**src/rtl/axi_lite_reg_responder.sv**
```systemverilog
// AXI4-Lite register bank. AW/W are captured in any order and commit together, giving bvalid one cycle later; AR gives rvalid one cycle later.
// Each path holds its response until the initiator is ready, and the readys stay low while a response is outstanding.
module axi_lite_reg_responder #(
  parameter int          NUM_REGS  = 16,
  parameter logic [31:0] BASE_ADDR = 32'h0000_0000
) (
  input  logic                   clk,
  input  logic                   rst,
  input  logic                   awvalid,
  output logic                   awready,
  input  logic [31:0]            awaddr,
  input  logic                   wvalid,
  output logic                   wready,
  input  logic [31:0]            wdata,
  input  logic [3:0]             wstrb,
  output logic                   bvalid,
  input  logic                   bready,
  output logic [1:0]             bresp,
  input  logic                   arvalid,
  output logic                   arready,
  input  logic [31:0]            araddr,
  output logic                   rvalid,
  input  logic                   rready,
  output logic [31:0]            rdata,
  output logic [1:0]             rresp,
  output logic [NUM_REGS*32-1:0] regs_q
);

  localparam int          IW          = (NUM_REGS > 1) ? $clog2(NUM_REGS) : 1;
  localparam logic [31:0] RANGE_BYTES = 32'(NUM_REGS * 4);
  localparam logic [1:0]  RESP_OKAY   = 2'b00;
  localparam logic [1:0]  RESP_SLVERR = 2'b10;

  localparam logic [0:0] W_IDLE = 1'b0;
  localparam logic [0:0] W_RESP = 1'b1;
  localparam logic [0:0] R_IDLE = 1'b0;
  localparam logic [0:0] R_RESP = 1'b1;

  logic [0:0]  wState;
  logic [0:0]  rState;
  logic        awHeld;
  logic        wHeld;
  logic [31:0] awAddrQ;
  logic [31:0] wDataQ;
  logic [3:0]  wStrbQ;
  logic [31:0] regs [NUM_REGS];

  logic        awHit;
  logic        wHit;
  logic        arHit;
  logic        commit;
  logic [31:0] curAwAddr;
  logic [31:0] curWData;
  logic [3:0]  curWStrb;
  logic [31:0] awOff;
  logic [31:0] arOff;
  logic        awOk;
  logic        arOk;
  logic [IW-1:0] awIdx;
  logic [IW-1:0] arIdx;

  assign awready = !rst && (wState == W_IDLE) && !awHeld;
  assign wready  = !rst && (wState == W_IDLE) && !wHeld;
  assign arready = !rst && (rState == R_IDLE);
  assign bvalid  = (wState == W_RESP);
  assign rvalid  = (rState == R_RESP);

  assign awHit = awvalid && awready;
  assign wHit  = wvalid && wready;
  assign arHit = arvalid && arready;

  // A channel captured earlier takes priority over whatever is on the bus now.
  assign curAwAddr = awHeld ? awAddrQ : awaddr;
  assign curWData  = wHeld ? wDataQ : wdata;
  assign curWStrb  = wHeld ? wStrbQ : wstrb;
  assign commit    = (wState == W_IDLE) && (awHeld || awHit) && (wHeld || wHit);

  // Offset wraps below the base, so a plain unsigned byte-range compare is enough.
  assign awOff = curAwAddr - BASE_ADDR;
  assign arOff = araddr - BASE_ADDR;
  assign awOk  = awOff < RANGE_BYTES;
  assign arOk  = arOff < RANGE_BYTES;
  assign awIdx = awOff[IW+1:2];
  assign arIdx = arOff[IW+1:2];

  always_ff @(posedge clk) begin
    if (rst) begin
      wState  <= W_IDLE;
      awHeld  <= 1'b0;
      wHeld   <= 1'b0;
      awAddrQ <= '0;
      wDataQ  <= '0;
      wStrbQ  <= '0;
      bresp   <= RESP_OKAY;
      for (int i = 0; i < NUM_REGS; i++) begin
        regs[i] <= '0;
      end
    end else begin
      if (commit) begin
        wState <= W_RESP;
        awHeld <= 1'b0;
        wHeld  <= 1'b0;
        bresp  <= awOk ? RESP_OKAY : RESP_SLVERR;
        for (int b = 0; b < 4; b++) begin
          if (awOk && curWStrb[b]) begin
            regs[awIdx][8*b +: 8] <= curWData[8*b +: 8];
          end
        end
      end else begin
        if (awHit) begin
          awHeld  <= 1'b1;
          awAddrQ <= awaddr;
        end
        if (wHit) begin
          wHeld  <= 1'b1;
          wDataQ <= wdata;
          wStrbQ <= wstrb;
        end
      end
      if ((wState == W_RESP) && bready) begin
        wState <= W_IDLE;
      end
    end
  end

  // Reads sample the bank before any same-edge write lands.
  always_ff @(posedge clk) begin
    if (rst) begin
      rState <= R_IDLE;
      rdata  <= '0;
      rresp  <= RESP_OKAY;
    end else if (rState == R_IDLE) begin
      if (arHit) begin
        rState <= R_RESP;
        rdata  <= arOk ? regs[arIdx] : 32'h0;
        rresp  <= arOk ? RESP_OKAY : RESP_SLVERR;
      end
    end else if (rready) begin
      rState <= R_IDLE;
    end
  end

  for (genvar i = 0; i < NUM_REGS; i++) begin : gen_flat
    assign regs_q[32*i +: 32] = regs[i];
  end

endmodule
```
**config.mk**
```make
export PLATFORM = sky130hd
export DESIGN_NAME = axi_lite_reg_responder
export DESIGN_NICKNAME = d
export VERILOG_FILES = /design/src/rtl/axi_lite_reg_responder.sv
export SDC_FILE = /design/constraint.sdc
export NUM_CORES = 1
export LEC_CHECK = 0
export ABC_AREA = 1
export CORE_AREA = 2 2 259 261
export CTS_BUF_LIST = sky130_fd_sc_hd__clkbuf_2 sky130_fd_sc_hd__clkbuf_4 sky130_fd_sc_hd__clkbuf_8
export CTS_CLUSTER_DIAMETER = 50
export DETAILED_ROUTE_END_ITERATION = 12
export DIE_AREA = 0 0 261 263
export MAX_ROUTING_LAYER = met4
export PLACE_DENSITY = 0.71
export SYNTH_ARGS = -nofsm -noshare
export SYNTH_HDL_FRONTEND = slang
export SYNTH_SLANG_ARGS = --single-unit
```
**constraint.sdc**
```tcl
create_clock -name clk -period 2.6 [get_ports clk]
set_input_delay 0.39 -clock clk [delete_from_list [all_inputs] [get_ports clk]]
set_output_delay 0.39 -clock clk [all_outputs]
set_load 0.03 [all_outputs]
```
==> results of run 1 <==
area by class of cell:
cell class | count | area (um2)
Sequential cell | 616 | 17500
Clock buffer | 157 | 1890
Clock inverter | 31 | 191
Multi-Input combinational cell | 2132 | 9990
Antenna cell | 2 | 5.00
Inverter | 55 | 219
Timing Repair Buffer | 921 | 9690
Fill cell | 5450 | 25100
Tap cell | 864 | 1080
what timing repair did:
item / in CTS / in global routing
endpoints found under the setup margin: 1 / 1
gates resized for setup: 1 / 1
hold buffers: 0 / 0
how the worst max path moves through the flow:
stage | start | to | slack (ps) | cells after the start
2_1_floorplan | rst | regs[11][0] | 340 | 9
3_3_place_gp | awaddr[31] | regs[3][2] | 20 | 11
3_5_place_dp | awaddr[3] | regs[4][3] | 4 | 10
4_1_cts | bvalid | wready | 50 | 4
5_1_grt | awHeld | regs[4][31] | 70 | 12
6_report | awHeld | regs[7][11] | 210 | 9
worst max-delay path: cells and delay by family, from the launching register on:
| kind | cells | cell delay (ps) |
|---|---|---|
| buf+inv | 3 | 430 |
| compound gates | 1 | 140 |
| simple gates | 5 | 1120 |
| flops | 1 | 350 |
report_power, final:
part | leakage (nW) | internal, W | switching (W)
registers | 6.15 | 0.0110 | 0.000308
logic | 8.34 | 0.00134 | 0.00243
clock network | 1.10 | 0.00474 | 0.00393
total | 15.6 | 0.0171 | 0.00666
registers in the layout, indices dropped and copies added (netlist names), 4 cells and up:
| register | flops |
|---|---|
| regs | 512 |
| rdata | 32 |
| wDataQ | 32 |
| awAddrQ | 30 |
| wStrbQ | 4 |
metal layers:
layer  part of all wire [%]  vias to the layer above
met2                     47                     1700
li1                       -                    11800
met5                      0                        -
met4                    4.9                        0
met3                     11                      342
met1                     37                    12500
per-stage QoR:
step / hold WS (ps) / cell area, um2 / cells / power (W)
floorplan: 430 / 28500 / 3008 / 0.0133
global placement: 440 / 38400 / 4588 / 0.0152
detailed placement: 449 / 38400 / 4588 / 0.0152
CTS: 27.0 / 40500 / 4776 / 0.0238
global route: 104 / 40500 / 4778 / 0.0244
finish: 94.1 / 40500 / 4778 / 0.0238
layout by cell type, fill, tap and decap left out, types with 5 or more instances in the layout:
cell	count
nand3_1	549
clkbuf_8	115
clkbuf_4	43
clkdlybuf4s50_1	646
inv_1	48
a21oi_1	132
nor2_2	34
nor2_4	8
clkinv_1	20
dfxtp_1	103
nand3_4	60
buf_4	178
clkinv_2	5
edfxtp_1	512
nand3_2	5
o21ai_0	7
nor3_1	5
nand2_1	711
buf_12	92
nor2_1	598
kinds of logic after synthesis:
group / synth area share (%)
buffers and inverters: 3.87
AOI/OAI and AO/OA: 2.66
DFF: 61.2
other: 0.0132
and+or+nand+nor: 32.2
==> out/metrics.yaml, run 1 <==
status:
  status: "finished, final reports clean"
grt:
  grt_max_degree: 109
  grtUsageTotal_pct: 32.6
  grt.overflow.total: 0
  grt_antenna_before_repair: 2
  met1_usage_pct: 40.7
  grt_use_met3_pct: 7.64
  grt_pass1_vias: 24500
  top_usage_layer: "met2"
  grt_use_met2_pct: 50.9
  grt_pass1_wl_um: 160000
route:
  totalWireLength_um: 112000
  wl_per_cell_um: 23.4
  drt_iter0_drc: 3230
  firstDrtPassIters: 6
  drcViolationCount: 0
  vias: 26300
  via_per_inst: 5.51
  ant_nets: 0
synth:
  ys.flop_type: "edfxtp_1"
  synthTopCellsByArea: "edfxtp_1 54%, nand3_1 9.6%, nand2_1 9.4%"
  yosysWarnings: 0
  yosysMostFrequentCell: "nand2_1"
  syn_area_um2: 28500
  synth_seq_cells: 616
  synth-edff-count: 512
  synthDominantCellAreaShare_pct: 53.9
  syn_inst: 3007
  synth_top_area_cell: "edfxtp_1"
  syn_area_per_cell_um2: 9.48
  yosys-top-cells-count: "712 x nand2_1, 599 x nor2_1, 549 x nand3_1"
  yosysSeqAreaShare_pct: 61.2
  ys_async_sr_fraction_pct: 0
  synth_cell_types: 30
sta:
  worst_slew_pin_slew_ps: 661
  max-slew-margin-rel_pct: 56.0
  rsz0062_at_grt: "false"
  min_period_over_period_pct: 92.1
  fin_tns_setup_ps: 0
  fin_crit_ps: 2390
  skew_ps: 40.4
  hold_violations: 0
  drv_slew: 0
  fmax_mhz: 418
  setup_slack_ps: 206
  setup_viol: 0
floorplan:
  coreArea_um2: 65600
  die_area_um2: 68600
  fp.dieW_um: 261
  start_util_pct: 43.4
  die_height_um: 263
  rows: 94
  io_pins: 660
worst_hold_path:
  whs_path_depth: 4
  hold_start: "rst"
  hold_path_end: "awHeld"
  hold_class: "in2reg"
layout:
  area_growth_pct: 42.2
  drive_gt1_share_pct: 14.6
  num-nets-final: 3934
  fin_util_pct: 61.8
pwr:
  peakVddDrop_v: 0.000410
  power.density_nw_per_um2: 586
  total_leakage_power_nw: 15.6
setup_path:
  cp_slowest_cell: "dfxtp_1"
  critPathRequiredTime_ps: 2970
  crit_fanout: 8
  crit_arrival_ps: 2760
  slowest_delay_ps: 350
  worst_path_most_repeated_cell: "nand2_1"
  crit_type: "reg2reg"
  rr_startpoint: "awHeld"
  ff2ff_path_depth: 9
  ff2ff_setup_slack_ps: 210
  startpoint_type: "flip-flop"
  path_cells: "buf_4 > inv_2 > or2_0 > o21ai_2 > nand2_1 > nor2_2 > buf_12 > nand3_4 > nand2_1"
  endpoint_kind: "flip-flop"
  timing.rr.end: "regs[7][11]"
clocking:
  cts_tree: "built"
  clk_latency_ps: 720
  clk_pin_slew_ps: 60
  clockBufferDepth: 3
  post_cts_buffers: 0
  clockRootBuffer: "clkbuf_8"
  cts_buffers: 101
  numClockSinks: 616
  htree_levels: 3
place:
  place_congestion: 0.982
  portBuffers: 653
  dpl_worst_slack_ps: 4.27
  dp_hpwl_um: 82400
run:
  max_cap_violations: 0
Power figures use the tool's default switching activity.
==> run 2, diff against run 1 <==
--- a/config.mk
+++ b/config.mk
@@ -7,7 +7,7 @@
 export LEC_CHECK = 0
 export ABC_AREA = 1
 export CORE_AREA = 2 2 259 261
-export CTS_BUF_LIST = sky130_fd_sc_hd__clkbuf_2 sky130_fd_sc_hd__clkbuf_4 sky130_fd_sc_hd__clkbuf_8
+export CTS_BUF_LIST = sky130_fd_sc_hd__clkbuf_4
 export CTS_CLUSTER_DIAMETER = 50
 export DETAILED_ROUTE_END_ITERATION = 12
 export DIE_AREA = 0 0 261 263
==> out/metrics.yaml, run 2 (synthesis results as in run 1) <==
status:
  status: "finished, final reports clean"
setup_path:
  slowest_delay_ps: 700  # +350 ps
  crit_arrival_ps: 2140  # -620 ps
  critPathRequiredTime_ps: 2210  # -760 ps
  critPathBufInv: 1  # -2
  crit_fanout: 2  # -6
  crit_type: "reg2out"
  path_cells: "clkdlybuf4s50_1"
  crit_family: "buffers and inverters"
  startpoint_type: "flip-flop"
  endpoint_kind: "output port"
  cp_slowest_cell: "clkdlybuf4s50_1"
grt:
  grt_max_degree: 109  # unchanged
  grt.overflow.total: 0  # unchanged
  grt_antenna_before_repair: 4  # +2
  grtUsageTotal_pct: 33.4  # +0.77 points
  grt_pass1_vias: 25500  # +4.2%
  grt_pass1_wl_um: 164000  # +2.0%
layout:
  final_area_um2: 41100  # +1.4%
  num-nets-final: 4051  # +3.0%
  final_cell_mix: "711 x nand2_1, 598 x nor2_1, 573 x clkdlybuf4s50_1"
  largest_register: "regs"
  layout_commonest_cell: "nand2_1"
  largest_register_ffs: 512  # unchanged
  fin_util_pct: 62.6  # +0.88 points
  area_growth_pct: 44.2
  drive_gt1_share_pct: 16.6  # +2.1 points
  reg_top3: "regs: 512 flops, rdata: 32 flops, wDataQ: 32 flops"
sta:
  max-slew-margin-rel_pct: 56.0  # about the same
  setup_slack_ps: 66.5  # -139 ps
  min_period_over_period_pct: 97.4  # +5.4 points
  setup_viol: 0  # unchanged
  hold_slack_ps: 103  # +8.74 ps
  skew_ps: 70.6  # +30.1 ps
  worst_slew_pin_slew_ps: 661  # -0.122 ps
  drv_slew: 0  # unchanged
  fmax_mhz: 395  # -5.5%
  hold_violations: 0  # unchanged
  fin_crit_ps: 2530  # +139 ps
pwr:
  power.density_nw_per_um2: 583  # -0.51%
  p_sw_w: 0.00681  # +2.2%
  seq_power_share_pct: 47.2  # -0.5 points
  p_total_w: 0.0240  # +0.91%
  intPower_w: 0.0172  # +0.42%
  power_frac_comb_pct: 15.9  # about the same
  sw_frac_of_total_pct: 28.4  # +0.35 points
  total_leakage_power_nw: 16.2  # +4.2%
  p_clk_share_pct: 36.9  # +0.4 points
  peakVddDrop_v: 0.000335  # -18%
clocking:
  htree_levels: 4  # +1
  cts_tree: "built"
  cts_buffers: 162  # +60%
  clockRootBuffer: "clkbuf_4"
  clockBufferDepth: 3  # unchanged
  clk_pin_slew_ps: 70  # about the same
  clk_latency_ps: 1010  # +290 ps
  numClockSinks: 616  # unchanged
route:
  drcViolationCount: 0  # unchanged
  vias: 27100  # +3.0%
  ant_nets: 0  # unchanged
  drt_iter0_drc: 3216  # -0.43%
  wl_per_cell_um: 22.9  # -1.9%
  via_per_inst: 5.48  # -0.52%
  totalWireLength_um: 113000  # +1.6%
  firstDrtPassIters: 6  # unchanged
floorplan:
  coreArea_um2: 65600  # unchanged
  die_area_um2: 68600  # unchanged
  die_height_um: 263  # unchanged
  rows: 94  # unchanged
  io_pins: 660  # unchanged
  start_util_pct: 43.4  # unchanged
  fp.dieW_um: 261  # unchanged
worst_hold_path:
  hold_class: "in2reg"
place:
  dpl_worst_slack_ps: 4.27  # unchanged
  dp_hpwl_um: 82400  # unchanged
  place_congestion: 0.982  # unchanged
  postPlaceCellArea_um2: 38400  # unchanged
  portBuffers: 653  # unchanged
run:
  max_cap_violations: 0  # unchanged
==> run 2: power by group through the flow <==
stage / sequential [W] / combinational (W) / clock (W)
5_1_grt: 0.0113 / 0.00401 / 0.00948
6_report: 0.0113 / 0.00382 / 0.00884
2_1_floorplan: 0.0120 / 0.00135 / 0
4_1_cts: 0.0113 / 0.00378 / 0.00894
3_3_place_gp: 0.0115 / 0.00369 / 0
3_5_place_dp: 0.0115 / 0.00373 / 0
==> run 2: final timing paths <==
kind              cells past startpoint  slack [ps]        start          end
setup / recovery                      1          70  regs[10][1]  regs_q[321]
hold / removal                        5         100    wdata[24]   wDataQ[24]
setup reg to reg                      9         180       awHeld  regs[7][14]
hold reg to reg                       2         460   awAddrQ[6]   awAddrQ[6]
==> run 2: layout make-up <==
class / instances / area [um2]
Inverter: 55 / 219
Fill cell: 5423 / 24500
Sequential cell: 616 / 17500
Antenna cell: 8 / 20.0
Timing Repair Buffer: 977 / 10200
Clock inverter: 31 / 181
Clock buffer: 265 / 1990
Multi-Input combinational cell: 2132 / 9990
Tap cell: 864 / 1080
==> run 2: what timing repair did <==
action | 4_1_cts | 5_1_grt
setup buffers | 0 | 0
endpoints found under the setup margin | 72 | 4
endpoints found under the hold margin | 58 | 0
resized for setup | 74 | 5
hold buffers | 56 | 0
==> run 2: stage by stage <==
stage / instances / TNS (ps)
global route: 4947 / -100
finish: 4948 / 0
CTS: 4940 / 0
floorplan: 3008 / 0
detailed placement: 4588 / 0
global placement: 4588 / 0
==> run 2: routing by layer <==
| layer | share of wire (%) | wire, um | global-route usage [%] |
|---|---|---|---|
| met4 | 4.9 | 5560 | 15.5 |
| met5 | 0 | 0 | - |
| met3 | 11 | 12300 | 8.49 |
| met2 | 48 | 53900 | 51.9 |
| met1 | 37 | 41600 | 40.8 |
